### src/rtl/xor_delay_scheduler.sv
// Delays a^b^c by a programmable number of cycles through a small in-order event queue.
// Supports transport delivery (every event) and inertial delivery (a new change cancels pending events).
module xor_delay_scheduler #(
    parameter int DELAY = 6,
    parameter int DEPTH = 4,
    parameter int CNT_W = 8
) (
    input  logic                         clk,
    input  logic                         rst_n,
    input  logic                         a,
    input  logic                         b,
    input  logic                         c,
    input  logic                         mode,
    output logic                         out,
    output logic [$clog2(DEPTH+1)-1:0]   pending,
    output logic                         busy,
    output logic                         overflow
);

    localparam int PW = (DEPTH > 1) ? $clog2(DEPTH) : 1;
    localparam int CW = $clog2(DEPTH + 1);

    logic [CNT_W-1:0]              tcnt;
    logic [2:0]                    abc_q;
    logic [DEPTH-1:0][CNT_W-1:0]   due_mem;
    logic [DEPTH-1:0]              val_mem;
    logic [PW-1:0]                 head;
    logic [PW-1:0]                 tail;
    logic [CW-1:0]                 count;

    logic                          ev;
    logic                          ev_v;
    logic [CNT_W-1:0]              ev_due;
    logic                          pop;
    logic                          full;
    logic                          push;
    logic                          drop;

    function automatic logic [PW-1:0] nxt(input logic [PW-1:0] p);
        return (p == PW'(DEPTH - 1)) ? '0 : p + PW'(1);
    endfunction

    always_comb begin
        ev     = ({a, b, c} != abc_q);
        ev_v   = a ^ b ^ c;
        ev_due = tcnt + CNT_W'(DELAY);
        pop    = (count != '0) && (due_mem[head] == tcnt);
        full   = (count == CW'(DEPTH));
        push   = ev && !mode && (!full || pop);
        drop   = ev && !mode && full && !pop;
    end

    // An inertial event rebuilds the queue as a single entry; the maturing head is still delivered first.
    always_ff @(posedge clk or negedge rst_n) begin
        if (!rst_n) begin
            tcnt     <= '0;
            abc_q    <= '0;
            out      <= 1'b0;
            overflow <= 1'b0;
            head     <= '0;
            tail     <= '0;
            count    <= '0;
            due_mem  <= '0;
            val_mem  <= '0;
        end else begin
            tcnt  <= tcnt + CNT_W'(1);
            abc_q <= {a, b, c};
            if (pop)
                out <= val_mem[head];
            if (ev && mode) begin
                due_mem[0] <= ev_due;
                val_mem[0] <= ev_v;
                head       <= '0;
                tail       <= nxt('0);
                count      <= CW'(1);
            end else begin
                if (pop)
                    head <= nxt(head);
                if (push) begin
                    due_mem[tail] <= ev_due;
                    val_mem[tail] <= ev_v;
                    tail          <= nxt(tail);
                end
                count <= count + CW'(push) - CW'(pop);
            end
            if (drop)
                overflow <= 1'b1;
        end
    end

    assign pending = count;
    assign busy    = (count != '0);

endmodule

### config.mk
export PLATFORM = sky130hd
export DESIGN_NAME = xor_delay_scheduler
export DESIGN_NICKNAME = d
export VERILOG_FILES = /design/src/rtl/xor_delay_scheduler.sv
export SDC_FILE = /design/constraint.sdc
export NUM_CORES = 1
export LEC_CHECK = 0
export CAP_MARGIN = 10
export CORE_MARGIN = 2
export CORE_UTILIZATION = 50
export CTS_CLUSTER_SIZE = 8
export DETAILED_ROUTE_END_ITERATION = 10
export DONT_BUFFER_PORTS = 1
export SYNTH_ARGS = -nofsm -noshare
export SYNTH_HDL_FRONTEND = slang
export SYNTH_SLANG_ARGS = --single-unit
### constraint.sdc
create_clock -name clk -period 8.3 [get_ports clk]
set_input_delay 1.245 -clock clk [delete_from_list [all_inputs] [get_ports clk]]
set_output_delay 1.245 -clock clk [all_outputs]
set_load 0.05 [all_outputs]
After elaboration in Yosys (flattened, before gate mapping)
Index checks and enable logic that the tools add are counted.
{"block": "classes", "n_reduce_logical": 15, "n_bitwise": 3, "add_sub_neg": 6, "n_mux": 21, "eq_ne": 5, "n_lt_le_gt_ge": 3}
{"cell": "bitwise mux 32 bit", "count": 1}
{"cell": "two-way mux 8 bit", "count": 4}
{"cell": "binary-select mux 8 bit (select 2 bit)", "count": 1}
{"cell": "demux 8 bit (select 2 bit)", "count": 1}
{"cell": "two-way mux 2 bit", "count": 6}
{"cell": "adder 8 x 1 -> 8 bit, second input constant", "count": 1}
{"cell": "adder 8 x 3 -> 8 bit, second input constant", "count": 1}
{"cell": "== test 8 bit", "count": 1}
{"cell": "logical AND 1 bit", "count": 7}
{"cell": "< comparator 2 x 3 -> 1 bit, second input constant", "count": 2}
{"cell": "adder 2 x 1 -> 2 bit, second input constant", "count": 2}
{"cell": "bitwise mux 4 bit", "count": 1}
{"cell": "== test 2 bit, second input constant", "count": 2}
{"cell": "two-way mux 1 bit", "count": 4}
{"cell": "nonzero test 2 bit", "count": 2}
{"cell": "adder 3 x 1 -> 3 bit", "count": 1}
{"cell": "== test 3 bit, second input constant", "count": 1}
{"cell": "logical NOT 1 bit", "count": 3}
{"cell": "two-way mux 3 bit", "count": 1}
{"cell": "!= test 3 bit", "count": 1}
{"cell": "nonzero test 3 bit", "count": 1}
{"cell": "subtractor 3 x 1 -> 3 bit", "count": 1}
{"cell": "binary-select mux 1 bit (select 2 bit)", "count": 1}
{"cell": "demux 1 bit (select 2 bit)", "count": 1}
{"cell": "5 further kinds", "count": 6}
{"block": "totals", "word_cells": 66, "regBits": 56, "output_inout_bits": 6, "inputBits": 6}

Depth between registers and ports, before layout
Gate-level depths: netlist (run 1).
{"block": "logic_depth", "word_depth": 9, "depth_mapped": 16, "mapped_depth_nobuf": 14}

Worst setup path after synthesis (run 1)
No wires, ideal clock.
{"block": "synth_timing", "path_type": "input to register", "start": "input c", "end": "register count[2], in the netlist pending[2]", "setup_time_ns": 0.131, "arrival_ns": 3.458, "setup_slack_ns": 4.711, "path_buffers": 0, "cell_stages": 12, "required_ns": 8.169, "cell_sequence": "xor2_1 nor3_1 nor2_1 nand2_1 ha_1 inv_1 ha_1 inv_1 fa_1 xor2_1 xnor2_1 nor2_1"}
{"block": "synth_via", "elab_chain_cells": 6, "elab_cells_between_ends": 7, "classes_between": "add/sub: 2; eq/ne: 1; mux: 1; reduce/logical: 3"}
{"item": "start: declaration", "line_no": "12", "text": "input logic c,"}
{"item": "!= test 3 bit *", "line_no": "44", "text": "ev = ({a, b, c} != abc_q);"}
{"item": "logical AND 1 bit (2 in series)", "line_no": "49", "text": "push = ev && !mode && (!full || pop);"}
{"item": "adder 3 x 1 -> 3 bit", "line_no": "84", "text": "count <= count + CW'(push) - CW'(pop);"}
{"item": "subtractor 3 x 1 -> 3 bit", "line_no": "84"}
{"item": "two-way mux 3 bit *", "line_no": "70", "text": "if (ev && mode) begin"}
{"item": "end signal: assignment", "line_no": "84"}
{"item": "end: declaration", "line_no": "29", "text": "logic [CW-1:0] count;"}
Mark *: on every way between the ends. The rest lies on a longest branch, timed or not.
A chain may end at the register's enable or synchronous reset.

Worst setup path after layout (run 1)
{"block": "layout_timing", "start": "register head[1]", "end": "register count[2], in the netlist pending[2]"}
{"block": "layout_via", "elab_chain_cells": 9}
{"item": "start: declaration", "line_no": "27", "text": "logic [PW-1:0] head;"}
{"item": "start signal: assignment", "line_no": "78", "text": "head <= nxt(head);"}
{"item": "binary-select mux 8 bit (select 2 bit) *", "line_no": "47", "text": "pop = (count != '0) && (due_mem[head] == tcnt);"}
{"item": "two-way mux 8 bit (not written as such) *", "line_no": "47"}
{"item": "== test 8 bit *", "line_no": "47"}
{"item": "logical AND 1 bit *", "line_no": "47"}
{"item": "logical OR 1 bit", "line_no": "49"}
{"item": "logical AND 1 bit", "line_no": "49"}
{"item": "adder 3 x 1 -> 3 bit", "line_no": "84"}
{"item": "subtractor 3 x 1 -> 3 bit *", "line_no": "84"}
{"item": "two-way mux 3 bit *", "line_no": "70"}
Mark *: on every way between the ends. The rest lies on a longest branch, timed or not. The select of a mux whose other input is x is not followed.

==> results of run 1 <==
-- stage by stage --
step,worst slack (ns),hold WS (ns)
2_1_floorplan,4.71,0.453
3_3_place_gp,4.37,0.466
3_5_place_dp,4.15,0.474
4_1_cts,4.15,0.498
5_1_grt,3.89,0.519
6_report,4.13,0.496
-- final timing paths --
path                                   startpoint                      end
max                           head[1]$_DFFE_PN0P_     pending[2]$_DFF_PN0_
min                        due_mem[4]$_DFFE_PN0P_   due_mem[4]$_DFFE_PN0P_
max reg2reg                   head[1]$_DFFE_PN0P_     pending[2]$_DFF_PN0_
min reg2reg                due_mem[4]$_DFFE_PN0P_   due_mem[4]$_DFFE_PN0P_
max in group asynchronous                   rst_n  due_mem[24]$_DFFE_PN0P_
min in group asynchronous                   rst_n  due_mem[14]$_DFFE_PN0P_
-- logic make-up after synthesis --
kind of cell,count (synthesis),share of synthesized area
AOI/OAI and AO/OA,9,0.0286
muxes,57,0.223
and+or+nand+nor,40,0.0824
DFF,56,0.486
buffers and inverters,22,0.0351
adders and majority gates,11,0.0503
xor gates and xnor gates,31,0.0941
-- area by class of cell --
type | instances | area share
clock buffers | 5 | 0.0227
flip-flops and latches | 56 | 0.462
multi-input cells | 148 | 0.455
inverters | 12 | 0.0149
clock inverters | 3 | 0.0153
well taps | 72 | 0.0297
-- where the power goes --
part           switching [mW]  internal [mW]
clock                  0.0935         0.0911
sequential             0.0781          0.340
combinational           0.104          0.109
total                   0.275          0.540
-- worst reg2reg max path: stages, from the launching register on --
cell and delay (ns):
sky130_fd_sc_hd__dfrtp_1 0.96, sky130_fd_sc_hd__mux2_4 0.36, sky130_fd_sc_hd__or3b_1 0.37, sky130_fd_sc_hd__a21oi_1 0.14, sky130_fd_sc_hd__nor3_1 0.10, sky130_fd_sc_hd__o311ai_4 0.60, sky130_fd_sc_hd__nand2_1 0.14, sky130_fd_sc_hd__ha_1 0.31
sky130_fd_sc_hd__inv_1 0.06, sky130_fd_sc_hd__ha_1 0.13, sky130_fd_sc_hd__inv_1 0.05, sky130_fd_sc_hd__fa_1 0.39, sky130_fd_sc_hd__xor2_1 0.17, sky130_fd_sc_hd__xnor2_1 0.21, sky130_fd_sc_hd__nor2_1 0.06
-- flip-flops by register name (all words and copies together) (netlist names) --
register / count
abc_q: 3
due_mem: 32
head: 2
out: 1
overflow: 1
pending: 3
tail: 2
tcnt: 8
val_mem: 4
-- per-layer routing --
| layer | GRT usage | wire length, um | vias to the layer above |
|---|---|---|---|
| li1 | - | - | 766 |
| met1 | 0.240 | 2370 | 881 |
| met2 | 0.321 | 2720 | 29 |
| met3 | 0.0328 | 156 | 4 |
| met4 | 0.0373 | 27 | 0 |
| met5 | 0 | 0 | - |
-- cells in the mapped netlist --
library cell                count
sky130_fd_sc_hd__o31ai_1        1
sky130_fd_sc_hd__fa_1           1
sky130_fd_sc_hd__or3b_1         1
sky130_fd_sc_hd__mux4_2         2
sky130_fd_sc_hd__o311ai_4       1
sky130_fd_sc_hd__nand3_4        3
sky130_fd_sc_hd__a211o_1        1
sky130_fd_sc_hd__o311ai_0       1
sky130_fd_sc_hd__or2_2          1
sky130_fd_sc_hd__nand3_1        3
sky130_fd_sc_hd__or3_1          1
sky130_fd_sc_hd__ha_1          10
sky130_fd_sc_hd__dfrtp_1       56
sky130_fd_sc_hd__mux2_4         1
sky130_fd_sc_hd__buf_4          1
sky130_fd_sc_hd__mux2_2        25
sky130_fd_sc_hd__nand4_1        2
sky130_fd_sc_hd__mux2i_1       19
sky130_fd_sc_hd__nor3b_1        1
sky130_fd_sc_hd__xnor2_1       24
sky130_fd_sc_hd__nor3_1         4
sky130_fd_sc_hd__nor2b_1        1
sky130_fd_sc_hd__clkbuf_1       7
sky130_fd_sc_hd__nor4_1         3
sky130_fd_sc_hd__and3_1         1
sky130_fd_sc_hd__buf_6          2
sky130_fd_sc_hd__o21a_1         1
sky130_fd_sc_hd__a21oi_1        1
sky130_fd_sc_hd__o21ai_0        2
sky130_fd_sc_hd__nor4bb_1       1
sky130_fd_sc_hd__xor2_1         7
sky130_fd_sc_hd__mux2_1        10
sky130_fd_sc_hd__o2111ai_1      1
sky130_fd_sc_hd__nand2_1        7
sky130_fd_sc_hd__nor2_1        11
sky130_fd_sc_hd__inv_1         12
==> metrics.txt, run 1 <==
# TYPE chip_impl_metric gauge
chip_impl_metric{name="report.power.total",unit="uW"} 816
chip_impl_metric{name="timing.critical_path.fanout_max",unit=""} 18
chip_impl_metric{name="drt-vias-per-instance",unit=""} 5.68
chip_impl_metric{name="cellPowerDensity",unit="mW/mm^2"} 269
chip_impl_metric{name="numCtsBuffers",unit=""} 5
chip_impl_metric{name="worst_slew_pin_slew",unit="ns"} 0.922
chip_impl_metric{name="critPathMaxStageDelay",unit="ns"} 0.96
chip_impl_info{name="cp_capture_type",value="flop"} 1
chip_impl_metric{name="timing.setup.tns",unit="ns"} 0
chip_impl_metric{name="multi_input_comb_area",unit="mm^2"} 0.00138
chip_impl_metric{name="final.min_clock_period",unit="ns"} 4.17
chip_impl_info{name="grt_setup_unrepaired",value="no"} 1
chip_impl_metric{name="detail_route.wl_per_cell",unit="um"} 17.8
chip_impl_metric{name="firstDrtPassIters",unit=""} 5
chip_impl_info{name="run_status",value="finished clean"} 1
chip_impl_metric{name="worst_ep_arrival_time",unit="ns"} 4.36
chip_impl_metric{name="synth-warning-count",unit=""} 0
chip_impl_metric{name="vias_in_the_first_global_route",unit=""} 1787
chip_impl_info{name="worst-setup-path-type",value="reg -> reg"} 1
chip_impl_metric{name="detailed_place_hpwl",unit="um"} 3710
chip_impl_metric{name="dpl.cell_count",unit=""} 288
chip_impl_metric{name="regArea",unit="mm^2"} 0.00140
chip_impl_metric{name="synthCells",unit=""} 226
chip_impl_info{name="cp_top_family",value="flip-flops"} 1
chip_impl_metric{name="synth_top_cell_area_share",unit=""} 0.486
chip_impl_metric{name="worst_setup_hold_path_clk_slew",unit="ns"} 0.10
chip_impl_metric{name="drtAntennaViolNets",unit=""} 0
chip_impl_metric{name="clock_tree.htree_level_count",unit=""} 2
chip_impl_metric{name="post_route_cells_drive_above_1_share",unit=""} 0.183
chip_impl_metric{name="synth.cell_area",unit="mm^2"} 0.00288
chip_impl_info{name="critical_path.startpoint_type",value="flop"} 1
chip_impl_metric{name="cts_buffer_depth",unit=""} 2
chip_impl_metric{name="cts-hold-fix-buffers",unit=""} 0
chip_impl_metric{name="cts.sink_count",unit=""} 56
chip_impl_metric{name="grt_overflow",unit=""} 0
chip_impl_info{name="worstPathCellList",value="mux2_4 > or3b_1 > a21oi_1 > nor3_1 > o311ai_4 > nand2_1 > ha_1 > inv_1 > ha_1 > inv_1 > fa_1 > xor2_1 > xnor2_1 > nor2_1"} 1
chip_impl_metric{name="io-pin-count",unit=""} 12
chip_impl_metric{name="number_of_design_rule_violations_left_after_detail_routing",unit=""} 0
chip_impl_metric{name="finalClockSkew",unit="ns"} 0.00506
chip_impl_metric{name="drtIter0Drc",unit=""} 43
chip_impl_metric{name="routed_wire_length",unit="um"} 5280
chip_impl_info{name="hold_path.class",value="reg -> reg"} 1
chip_impl_metric{name="synth-seq-area-share",unit=""} 0.486
chip_impl_metric{name="cts.repair.resized",unit=""} 0
chip_impl_metric{name="worst-r2r-setup-slack",unit="ns"} 4.13
chip_impl_metric{name="postPlaceCellArea",unit="mm^2"} 0.00292
chip_impl_metric{name="worstSetupPathDepth",unit=""} 14
chip_impl_info{name="synthTopCellsByArea",value="sky130_fd_sc_hd__dfrtp_1 49%, sky130_fd_sc_hd__mux2_2 9.8%, sky130_fd_sc_hd__xnor2_1 7.3%"} 1
chip_impl_metric{name="utilization",unit=""} 0.547
chip_impl_metric{name="synthesis.nets",unit=""} 243
chip_impl_metric{name="cap_violations",unit=""} 0
chip_impl_metric{name="floorplan.die_area",unit="mm^2"} 0.00639
chip_impl_metric{name="fin_crit_sh",unit=""} 0.502
chip_impl_metric{name="core.rowCount",unit=""} 27
chip_impl_info{name="clock_tree_from_tritoncts",value="built"} 1
chip_impl_metric{name="die_height",unit="um"} 79.9
chip_impl_metric{name="final-hold-violation-count",unit=""} 0
chip_impl_metric{name="number_of_setup_violations_in_the_final_report",unit=""} 0
chip_impl_info{name="mostFrequentLayoutCells",value="56 x sky130_fd_sc_hd__dfrtp_1, 25 x sky130_fd_sc_hd__mux2_2, 24 x sky130_fd_sc_hd__xnor2_1"} 1
chip_impl_metric{name="die_w",unit="um"} 79.9
chip_impl_metric{name="irDropWorstVdd",unit="uV"} 156
chip_impl_metric{name="max_slew_violation_count",unit=""} 0
chip_impl_metric{name="layout.cells.non_filler",unit=""} 296
chip_impl_metric{name="clock_latency_at_the_later_pin_of_the_worst_skew_pair",unit="ns"} 0.31
chip_impl_info{name="synth_top_cell_by_area",value="sky130_fd_sc_hd__dfrtp_1"} 1
chip_impl_metric{name="max_freq",unit="GHz"} 0.240
chip_impl_metric{name="cp_num_buf_inv",unit=""} 2
chip_impl_metric{name="slew_headroom",unit=""} 0.385
chip_impl_metric{name="grt_usage",unit=""} 0.184
chip_impl_info{name="clk_root_buffer_cell",value="sky130_fd_sc_hd__clkbuf_8"} 1
chip_impl_metric{name="synth.ff_latch_count",unit=""} 56
chip_impl_metric{name="grt_antenna_before_repair",unit=""} 0
chip_impl_info{name="critical_path.slowest_cell",value="sky130_fd_sc_hd__dfrtp_1"} 1
chip_impl_metric{name="vias",unit=""} 1680
chip_impl_metric{name="num-nets-final",unit=""} 240
chip_impl_metric{name="first_pass_grt_wire_length",unit="um"} 8920
chip_impl_metric{name="rr_worst_depth",unit=""} 14
chip_impl_metric{name="routabilityCongestion",unit=""} 0.726
chip_impl_metric{name="nFillCells",unit=""} 490
chip_impl_metric{name="placeableCoreArea",unit="mm^2"} 0.00554
chip_impl_metric{name="pin_count_of_the_biggest_net_entering_global_routing",unit=""} 57
chip_impl_metric{name="post-cts-setup-buffer-count",unit=""} 0
chip_impl_metric{name="area.growth.synth_to_final",unit="%"} 5.16
chip_impl_info{name="most_common_cell_after_layout_fill_and_taps_aside",value="sky130_fd_sc_hd__dfrtp_1"} 1
chip_impl_metric{name="finalInstanceArea",unit="mm^2"} 0.00303
chip_impl_metric{name="holdPathStages",unit=""} 1
chip_impl_metric{name="port_buffers",unit=""} 0
chip_impl_metric{name="unique_cell_type_count_in_the_yosys_netlist",unit=""} 36
chip_impl_metric{name="leakage",unit="nW"} 1.28
chip_impl_metric{name="n_antenna_cell",unit=""} 0
chip_impl_metric{name="avg_synthesized_cell_area",unit="um^2"} 12.8
chip_impl_metric{name="start_util",unit=""} 0.521
chip_impl_metric{name="critical_path_required",unit="ns"} 8.49
Power figures use the tool's default switching activity.
==> run 2: changes to the inputs <==
Clock period 8.3 ns to 4.35 ns, I/O delays scaled along.
==> metrics.txt, run 2 (synthesis results as in run 1) <==
# TYPE chip_impl_metric gauge
chip_impl_metric{name="finalInstanceArea",unit="mm^2"} 0.00307
chip_impl_metric{name="irDropWorstVdd",unit="uV"} 243
chip_impl_metric{name="die_w",unit="um"} 79.9
chip_impl_info{name="run_status",value="finished clean"} 1
chip_impl_metric{name="rr_worst_depth",unit=""} 16
chip_impl_info{name="clk_root_buffer_cell",value="sky130_fd_sc_hd__clkbuf_8"} 1
chip_impl_metric{name="post-cts-setup-buffer-count",unit=""} 0
chip_impl_info{name="hold_path.class",value="in -> async"} 1
chip_impl_metric{name="grt_overflow",unit=""} 0
chip_impl_metric{name="detailed_place_hpwl",unit="um"} 3740
chip_impl_metric{name="cts_buffer_depth",unit=""} 2
chip_impl_metric{name="fin_crit_sh",unit=""} 0.852
chip_impl_metric{name="number_of_setup_violations_in_the_final_report",unit=""} 0
chip_impl_metric{name="worst_slew_pin_slew",unit="ns"} 0.825
chip_impl_info{name="critical_path.startpoint_type",value="flop"} 1
chip_impl_metric{name="dpl.cell_count",unit=""} 294
chip_impl_metric{name="max_freq",unit="GHz"} 0.270
chip_impl_metric{name="grt_usage",unit=""} 0.183
chip_impl_metric{name="clock_tree.htree_level_count",unit=""} 2
chip_impl_metric{name="first_pass_grt_wire_length",unit="um"} 8840
chip_impl_metric{name="cts-hold-fix-buffers",unit=""} 0
chip_impl_metric{name="drt-vias-per-instance",unit=""} 5.46
chip_impl_metric{name="drtAntennaViolNets",unit=""} 0
chip_impl_metric{name="floorplan.die_area",unit="mm^2"} 0.00639
chip_impl_metric{name="combPwrFrac",unit=""} 0.298
chip_impl_metric{name="worst_ep_arrival_time",unit="ns"} 3.89
chip_impl_metric{name="vias_in_the_first_global_route",unit=""} 1788
chip_impl_info{name="largestRegisters",value="due_mem: 32 flops, tcnt: 8 flops, val_mem: 4 flops"} 1
chip_impl_metric{name="slew_headroom",unit=""} 0.448
chip_impl_info{name="largest_register",value="due_mem"} 1
chip_impl_info{name="cp_capture_type",value="flop"} 1
chip_impl_metric{name="critical_path_required",unit="ns"} 4.54
chip_impl_metric{name="max_ffs_per_register",unit=""} 32
chip_impl_metric{name="pin_count_of_the_biggest_net_entering_global_routing",unit=""} 57
chip_impl_info{name="rr_startpoint",value="head[1]$_DFFE_PN0P_"} 1
chip_impl_metric{name="routed_wire_length",unit="um"} 5310
chip_impl_metric{name="power_frac_clock",unit=""} 0.192
chip_impl_metric{name="cts.repair.resized",unit=""} 0
chip_impl_info{name="most_common_cell_after_layout_fill_and_taps_aside",value="sky130_fd_sc_hd__dfrtp_1"} 1
chip_impl_metric{name="timing.critical_path.fanout_max",unit=""} 11
chip_impl_metric{name="cp_num_buf_inv",unit=""} 4
chip_impl_metric{name="vias",unit=""} 1661
chip_impl_info{name="worst-setup-path-type",value="reg -> reg"} 1
chip_impl_metric{name="timing.setup.tns",unit="ns"} 0
chip_impl_metric{name="grt_antenna_before_repair",unit=""} 0
chip_impl_info{name="mostFrequentLayoutCells",value="56 x sky130_fd_sc_hd__dfrtp_1, 25 x sky130_fd_sc_hd__mux2_2, 24 x sky130_fd_sc_hd__xnor2_1"} 1
chip_impl_metric{name="detail_route.wl_per_cell",unit="um"} 17.5
chip_impl_metric{name="routabilityCongestion",unit=""} 0.785
chip_impl_metric{name="power_frac_seq",unit=""} 0.510
chip_impl_metric{name="layout.cells.non_filler",unit=""} 304
chip_impl_metric{name="max_slew_violation_count",unit=""} 0
chip_impl_metric{name="power_switching_share",unit=""} 0.345
chip_impl_metric{name="area.growth.synth_to_final",unit="%"} 6.59
chip_impl_metric{name="start_util",unit=""} 0.521
chip_impl_metric{name="placeableCoreArea",unit="mm^2"} 0.00554
chip_impl_info{name="clock_tree_from_tritoncts",value="built"} 1
chip_impl_metric{name="numCtsBuffers",unit=""} 5
chip_impl_metric{name="worst_setup_hold_path_clk_slew",unit="ns"} 0.10
chip_impl_info{name="cp_top_family",value="adder cells"} 1
chip_impl_metric{name="io-pin-count",unit=""} 12
chip_impl_metric{name="leakage",unit="nW"} 1.31
chip_impl_metric{name="num-nets-final",unit=""} 248
chip_impl_metric{name="critPathMaxStageDelay",unit="ns"} 0.71
chip_impl_metric{name="utilization",unit=""} 0.555
chip_impl_metric{name="worst-r2r-setup-slack",unit="ns"} 0.64
chip_impl_metric{name="final.min_clock_period",unit="ns"} 3.71
chip_impl_metric{name="cellInternalPower",unit="uW"} 986
chip_impl_metric{name="n_antenna_cell",unit=""} 0
chip_impl_metric{name="finalClockSkew",unit="ns"} 0.0103
chip_impl_metric{name="core.rowCount",unit=""} 27
chip_impl_metric{name="clock_latency_at_the_later_pin_of_the_worst_skew_pair",unit="ns"} 0.31
chip_impl_info{name="r2r_end",value="pending[2]$_DFF_PN0_"} 1
chip_impl_info{name="grt_setup_unrepaired",value="no"} 1
chip_impl_info{name="worstPathCellList",value="buf_4 > mux2i_1 > xnor2_1 > nor4bb_1 > nor3_1 > o311ai_4 > buf_4 > nand2_1 > ha_1 > inv_1 > ha_1 > inv_1 > fa_1 > xor2_1 > xnor2_1 > nor2_1"} 1
chip_impl_metric{name="cap_violations",unit=""} 0
chip_impl_metric{name="port_buffers",unit=""} 0
chip_impl_metric{name="total_switching_power",unit="uW"} 519
chip_impl_metric{name="die_height",unit="um"} 79.9
chip_impl_metric{name="post_route_cells_drive_above_1_share",unit=""} 0.203
chip_impl_metric{name="cellPowerDensity",unit="mW/mm^2"} 489
chip_impl_metric{name="cts.sink_count",unit=""} 56
chip_impl_metric{name="postPlaceCellArea",unit="mm^2"} 0.00296
chip_impl_metric{name="drtIter0Drc",unit=""} 59
chip_impl_info{name="critical_path.slowest_cell",value="sky130_fd_sc_hd__dfrtp_1"} 1
chip_impl_metric{name="firstDrtPassIters",unit=""} 3
chip_impl_metric{name="final-hold-violation-count",unit=""} 0
chip_impl_metric{name="number_of_design_rule_violations_left_after_detail_routing",unit=""} 0
## run 2: changes by cell type in the layout (fill, tap and decap cells not counted)
cell / before / now
sky130_fd_sc_hd__bufinv_16: 1 / 0
sky130_fd_sc_hd__clkinvlp_4: 1 / 0
sky130_fd_sc_hd__clkinv_2: 0 / 1
sky130_fd_sc_hd__clkinv_4: 0 / 1
sky130_fd_sc_hd__dlygate4sd3_1: 0 / 2
sky130_fd_sc_hd__buf_4: 0 / 6
## run 2: per-layer routing
metal,up-vias,share of wire,global-route usage
li1,788,-,-
met5,-,0,0
met4,0,0.0058,0.0356
met1,856,0.45,0.232
met2,12,0.52,0.326
met3,5,0.021,0.0373
## run 2: stage by stage
step | worst slack (ns) | hold WS [ns] | total power, mW
floorplan | 0.928 | 0.357 | 1.12
global placement | 0.762 | 0.358 | 1.20
detailed placement | 0.650 | 0.358 | 1.23
CTS | 0.627 | 0.0109 | 1.52
global route | 0.303 | 0.000597 | 1.61
finish | 0.643 | 0.0257 | 1.50
## run 2: worst max path at each step
stage / from / endpoint / depth (start not counted)
2_1_floorplan: pending[1]$_DFF_PN0_ / pending[2]$_DFF_PN0_ / 12
3_3_place_gp: head[1]$_DFFE_PN0P_ / pending[2]$_DFF_PN0_ / 16
3_5_place_dp: head[1]$_DFFE_PN0P_ / pending[2]$_DFF_PN0_ / 16
4_1_cts: head[1]$_DFFE_PN0P_ / pending[2]$_DFF_PN0_ / 16
5_1_grt: head[1]$_DFFE_PN0P_ / pending[2]$_DFF_PN0_ / 16
6_report: head[1]$_DFFE_PN0P_ / pending[2]$_DFF_PN0_ / 16
## run 2: cell type report
type,instances,area (um^2)
Sequential cell,56,1400
Clock buffer,5,68.8
Multi-Input combinational cell,148,1380
Clock inverter,3,22.5
Fill cell,499,2470
Tap cell,72,90.1
Timing Repair Buffer,8,65.1
Inverter,12,45.0
## run 2: power by group through the flow
| stage | clock, mW | sequential [mW] | combinational, mW |
|---|---|---|---|
| after detailed placement | 0 | 0.780 | 0.449 |
| final | 0.288 | 0.768 | 0.449 |
| after CTS | 0.299 | 0.769 | 0.450 |
| after floorplan | 0 | 0.778 | 0.342 |
| after global placement | 0 | 0.771 | 0.427 |
| after global routing | 0.319 | 0.785 | 0.502 |
==> run 3: changes to the inputs <==
Settings changed: CTS_BUF_LIST from default to sky130_fd_sc_hd__clkbuf_8, TNS_END_PERCENT from default to 100.
==> results of run 3 <==
No change in the layout: final DEF, timing and power equal those of run 2.
